### src/rtl/operand_loader.sv
// operand_loader: debounced buttons load two 8-bit mux operands from sw and toggle the select.
// Optional auto-toggle of s while both operands are valid: define OPERAND_LOADER_AUTO_TOGGLE_EN.
module operand_loader #(
  parameter int DEBOUNCE_CYCLES = 4,
  parameter int TOGGLE_PERIOD   = 8
) (
  input  logic       clk,
  input  logic       reset,
  input  logic [7:0] sw,
  input  logic       btn_load_x,
  input  logic       btn_load_y,
  input  logic       btn_sel,
  output logic [7:0] x,
  output logic [7:0] y,
  output logic       s,
  output logic       x_valid,
  output logic       y_valid,
  output logic       ready
);
  typedef enum logic [1:0] {IDLE, PRESS_WAIT, HELD, RELEASE_WAIT} state_t;
  localparam logic [16:0] DB = 17'(DEBOUNCE_CYCLES);
  logic [2:0] sync1_q, sync2_q, pulse;
  logic [7:0] x_q, y_q;
  logic       s_q, x_valid_q, y_valid_q, wrap;
  always_ff @(posedge clk) begin
    if (reset) begin
      sync1_q <= '0;
      sync2_q <= '0;
    end else begin
      sync1_q <= {btn_sel, btn_load_y, btn_load_x};
      sync2_q <= sync1_q;
    end
  end
  for (genvar i = 0; i < 3; i++) begin : g_db
    state_t      st_q;
    logic [15:0] cnt_q;
    logic [16:0] nxt;
    logic        up, enter_q, pulse_q;
    assign nxt = {1'b0, cnt_q} + 17'd1;
    assign up = (st_q == IDLE || st_q == PRESS_WAIT) && sync2_q[i] && nxt >= DB;
    assign pulse[i] = pulse_q;
    // the press pulse trails the HELD transition by one register stage
    always_ff @(posedge clk) begin
      if (reset) begin
        st_q    <= IDLE;
        cnt_q   <= '0;
        enter_q <= 1'b0;
        pulse_q <= 1'b0;
      end else begin
        enter_q <= up;
        pulse_q <= enter_q;
        if (st_q == IDLE || st_q == PRESS_WAIT) begin
          st_q  <= !sync2_q[i] ? IDLE : up ? HELD : PRESS_WAIT;
          cnt_q <= (!sync2_q[i] || up) ? '0 : nxt[15:0];
        end else begin
          st_q  <= sync2_q[i] ? HELD : nxt >= DB ? IDLE : RELEASE_WAIT;
          cnt_q <= (sync2_q[i] || nxt >= DB) ? '0 : nxt[15:0];
        end
      end
    end
  end
`ifdef OPERAND_LOADER_AUTO_TOGGLE_EN
  localparam logic [15:0] TP = 16'(TOGGLE_PERIOD);
  logic [15:0] tcnt_q;
  assign wrap = ready && (tcnt_q + 16'd1 == TP);
  always_ff @(posedge clk) begin
    if (reset) tcnt_q <= '0;
    else tcnt_q <= (ready && !wrap) ? tcnt_q + 16'd1 : '0;
  end
`else
  assign wrap = 1'b0;
`endif
  always_ff @(posedge clk) begin
    if (reset) begin
      x_q       <= '0;
      y_q       <= '0;
      s_q       <= 1'b0;
      x_valid_q <= 1'b0;
      y_valid_q <= 1'b0;
    end else begin
      if (pulse[0]) begin
        x_q       <= sw;
        x_valid_q <= 1'b1;
      end
      if (pulse[1]) begin
        y_q       <= sw;
        y_valid_q <= 1'b1;
      end
      s_q <= s_q ^ (pulse[2] | wrap);
    end
  end
  assign x       = x_q;
  assign y       = y_q;
  assign s       = s_q;
  assign x_valid = x_valid_q;
  assign y_valid = y_valid_q;
  assign ready   = x_valid_q & y_valid_q;
endmodule
### config.mk
export PLATFORM = sky130hd
export DESIGN_NAME = operand_loader
export DESIGN_NICKNAME = d
export VERILOG_FILES = /design/src/rtl/operand_loader.sv
export SDC_FILE = /design/constraint.sdc
export NUM_CORES = 1
export LEC_CHECK = 0
export ABC_CLOCK_PERIOD_IN_PS = 5450
export CAP_MARGIN = 20
export CORE_UTILIZATION = 45
export CTS_CLUSTER_DIAMETER = 120
export DETAILED_ROUTE_END_ITERATION = 16
export PLACE_DENSITY = 0.74
export SLEW_MARGIN = 10
export SYNTH_ARGS = -nofsm -noshare
export SYNTH_HDL_FRONTEND = slang
export SYNTH_SLANG_ARGS = --single-unit
### constraint.sdc
create_clock -name clk -period 5.45 [get_ports clk]
set_input_delay 1.635 -clock clk [delete_from_list [all_inputs] [get_ports clk]]
set_output_delay 1.635 -clock clk [all_outputs]
set_load 0.05 [all_outputs]
==> metrics.log <==
[metrics] clock slew at the register clock pins of the worst setup and hold paths: 0.09 ns
[metrics] maximum root-to-sink buffer count: 2
[metrics] slew at the pin with the worst max-slew slack: 0.516 ns
[metrics] clock tree skew after final layout: 0.00971 ns
[metrics] wire length of the first global-routing pass: 8650 µm
[metrics] most frequent standard cell in the layout excluding fill and tap cells: sky130_fd_sc_hd__dfxtp_1
[metrics] clock insertion delay at the later pin of the skew report: 0.35 ns
[metrics] synthesized flop and latch total: 82
[metrics] path depth of the worst reg2reg path: 7
[metrics] CTS H-Tree Depth: 3
[metrics] post-synthesis cell type with the largest combined area: sky130_fd_sc_hd__dfxtp_1
[metrics] min-delay worst type: flop to flop
[metrics] mapped cell area: 0.00300 mm²
[metrics] antenna violations before repair: 0
[metrics] Post-Synthesis Mean Instance Area: 10.7 µm²
[metrics] Clock Tree Root: sky130_fd_sc_hd__clkbuf_8
[metrics] final hold violations: 0
[metrics] overall power: 1.08 mW
[metrics] detailed-route wire length: 4740 µm
[metrics] setup repair after global routing missed its margin: false
[metrics] # resized after CTS: 0
[metrics] number of cells in the design after placement: 426
[metrics] Vias per Instance: 4.79
[metrics] end point of the critical path: ready
[metrics] maximum achievable frequency: 0.307 GHz
[metrics] via count of the first global-routing pass: 1,974
[metrics] number of nets with antenna violations after routing: 0
[metrics] final net count: 379
[metrics] core area: 0.00639 mm²
[metrics] GPL Wtd Cong: 0.735
[metrics] final setup violation count: 0
[metrics] number of vias after detailed routing: 2,115
[metrics] Critical Path Start Type: flop
[metrics] diodes inserted: 0
[metrics] commonest cells after routing, fill and taps aside: sky130_fd_sc_hd__dfxtp_1, sky130_fd_sc_hd__conb_1, sky130_fd_sc_hd__clkdlybuf4s50_1
[metrics] switching part of the total power: 24.4%
[metrics] arrival time of the worst setup path: 1.62 ns
[metrics] post-detailed-route DRC marker count: 0
[metrics] overall die height: 83.6 µm
[metrics] Post CTS Setup Buffer Count: 0
[metrics] Pleak: 1.47 nW
[metrics] CTS tree: done
[metrics] number of buffers inserted for hold repair after clock tree synthesis: 0
[metrics] aggregate global routing overflow: 0
[metrics] fraction of final layout cells with drive strength greater than 1: 9.04%
[metrics] Die X-Extent: 83.6 µm
[metrics] Final Slew Violations: 0
[metrics] number of standard-cell rows in the floorplan: 29
[metrics] clock sink count: 82
[metrics] count of warnings emitted by yosys: 0
[metrics] worst supply voltage drop on vdd: 0.183 mV
[metrics] Max-Cap Viols: 0
[metrics] largest net degree at the start of global routing: 39
[metrics] share of the synthesized area in the top cell type: 54.7%
[metrics] Int Pwr: 0.816 mW
[metrics] combinational fraction of design power: 5.1%
[metrics] layout-stage area growth over the synthesis result: 24.4%
[metrics] Max Fanout on Critical Path: 3
[metrics] post-route fraction of the period consumed by the critical path: 59.7%
[metrics] share of power burned in registers: 59.1%
[metrics] P per Cell Area: 289 mW/mm²
[metrics] count of flip-flops with a built-in enable after synthesis: 0
[metrics] setup slack on the worst flop-to-flop path: 3.20 ns
[metrics] I/O pin count: 33
[metrics] smallest hold slack: 0.436 ns
[metrics] launching element of the worst setup path: y_valid
[metrics] Critical Setup Path Class: flop to output pin
[metrics] worst rel slew slack: 65.6%
[metrics] Post-Place Cell Area: 0.00355 mm²
[metrics] clock network power share: 35.8%
[metrics] overall routing resource usage: 15.6%
[metrics] initial cell density of the core: 47.0%
[metrics] Switch Pwr: 0.263 mW
[metrics] violation count after the first detailed-routing iteration: 86
[metrics] count of unique library cells instantiated by Yosys: 52
[metrics] top post-synthesis cells by area: sky130_fd_sc_hd__dfxtp_1, sky130_fd_sc_hd__mux2i_1, sky130_fd_sc_hd__nor2_1
[metrics] post-detailed-placement half-perimeter wirelength: 3320 µm
[metrics] FFs w/ async S/R, synth: 0%
[metrics] post-route setup TNS: 0 ns
[metrics] most instantiated flip-flop cell in the synthesis netlist: sky130_fd_sc_hd__dfxtp_1
[metrics] Worst Path Required: 3.82 ns
[metrics] r2r endpoint: g_db[2].st_q[1]
[metrics] cell count after synthesis: 281
[metrics] share of the yosys chip area belonging to registers: 54.7%
[metrics] clock period minus worst slack: 3.26 ns
[metrics] number of port buffers: 32
[metrics] die outline area: 0.00699 mm²
[metrics] post-route cell area: 0.00373 mm²
[metrics] Num CTS Buffers: 9
[metrics] average detailed-routed wire length per instance: 10.7 µm
[metrics] Worst Setup End Kind: output pin
[metrics] first-pass detailed-route iteration total: 4
[metrics] post-route insts no fill: 442
[metrics] Reg2Reg Launch Point: g_db[2].cnt_q[0]
[metrics] status: finished clean
-- worst min path at each step --
stage,startpoint,endpoint,cells after the start
floorplan,g_db[0].enter_q,g_db[0].pulse_q,1
global placement,g_db[2].enter_q,g_db[2].pulse_q,1
detailed placement,g_db[0].enter_q,g_db[0].pulse_q,1
CTS,g_db[0].enter_q,g_db[0].pulse_q,1
global route,sync1_q[1],sync2_q[1],1
finish,g_db[0].enter_q,g_db[0].pulse_q,1
-- logic make-up after synthesis --
kind of cell / share of synthesized area (%)
DFF: 54.7
adders and majority gates: 2.50
AOI/OAI and AO/OA: 5.72
other: 0.125
muxes: 7.72
xor gates and xnor gates: 2.04
buffers and inverters: 1.00
and+or+nand+nor: 26.2
-- stage by stage --
stage	setup slack, ns	utilization, %
finish	2.19	58.4
global route	2.12	58.4
global placement	2.50	55.7
detailed placement	2.48	55.7
floorplan	2.69	-
CTS	2.17	58.4
-- registers in the layout, summed over array words and instances (netlist names) --
register,cells
g_db.st_q,3
g_db.enter_q,3
y,8
x_valid,1
g_db.pulse_q,3
y_valid,1
s,1
x,8
sync2_q,3
g_db.cnt_q,48
sync1_q,3
-- metal layers --
layer	up-vias	track usage (%)	part of all wire, %
met2	41	24.3	46
met3	9	4.55	4.2
met4	0	9.55	2.3
met1	947	18.9	47
met5	-	0	0
li1	1118	-	-
-- cells in the mapped netlist (2+ instances only) --
master and n:
sky130_fd_sc_hd__nor4b_2 2, sky130_fd_sc_hd__nor4_1 4, sky130_fd_sc_hd__a21oi_1 5, sky130_fd_sc_hd__nor3b_1 3, sky130_fd_sc_hd__clkbuf_1 6, sky130_fd_sc_hd__mux2i_1 22, sky130_fd_sc_hd__xnor2_1 6, sky130_fd_sc_hd__nor2_1 31
sky130_fd_sc_hd__ha_1 6, sky130_fd_sc_hd__nand2_1 9, sky130_fd_sc_hd__nor2b_1 10, sky130_fd_sc_hd__nor4_2 2, sky130_fd_sc_hd__dfxtp_1 82, sky130_fd_sc_hd__nor3_1 16, sky130_fd_sc_hd__nand2b_1 7, sky130_fd_sc_hd__and2_1 3
sky130_fd_sc_hd__and3b_1 2, sky130_fd_sc_hd__and3_1 6, sky130_fd_sc_hd__nand4_1 5, sky130_fd_sc_hd__o22ai_1 2, sky130_fd_sc_hd__a22oi_1 2, sky130_fd_sc_hd__or3_1 2, sky130_fd_sc_hd__inv_1 2, sky130_fd_sc_hd__nand3_1 14
sky130_fd_sc_hd__o21ai_0 5
-- final cells by class --
class | count | area (µm²)
fill | 566 | 2650
sequential | 82 | 1640
multi-input combinational | 232 | 1480
timing repair buffer | 33 | 328
clock buffer | 9 | 124
tap | 77 | 96.3
clock inverter | 7 | 53.8
inverter | 2 | 7.51
-- critical path: stages (launching register included) --
cell	delay (ns)
sky130_fd_sc_hd__dfxtp_1	0.36
sky130_fd_sc_hd__and2_1	0.13
sky130_fd_sc_hd__clkdlybuf4s50_1	0.79
-- power by group through the flow --
stage	Combinational, mW	Sequential, mW	Clock, mW
floorplan	0.0312	0.655	0
global route	0.0623	0.642	0.433
CTS	0.0555	0.638	0.401
global placement	0.0540	0.652	0
finish	0.0554	0.638	0.386
detailed placement	0.0549	0.653	0
Note: power is estimated with default switching activity, not from simulation.
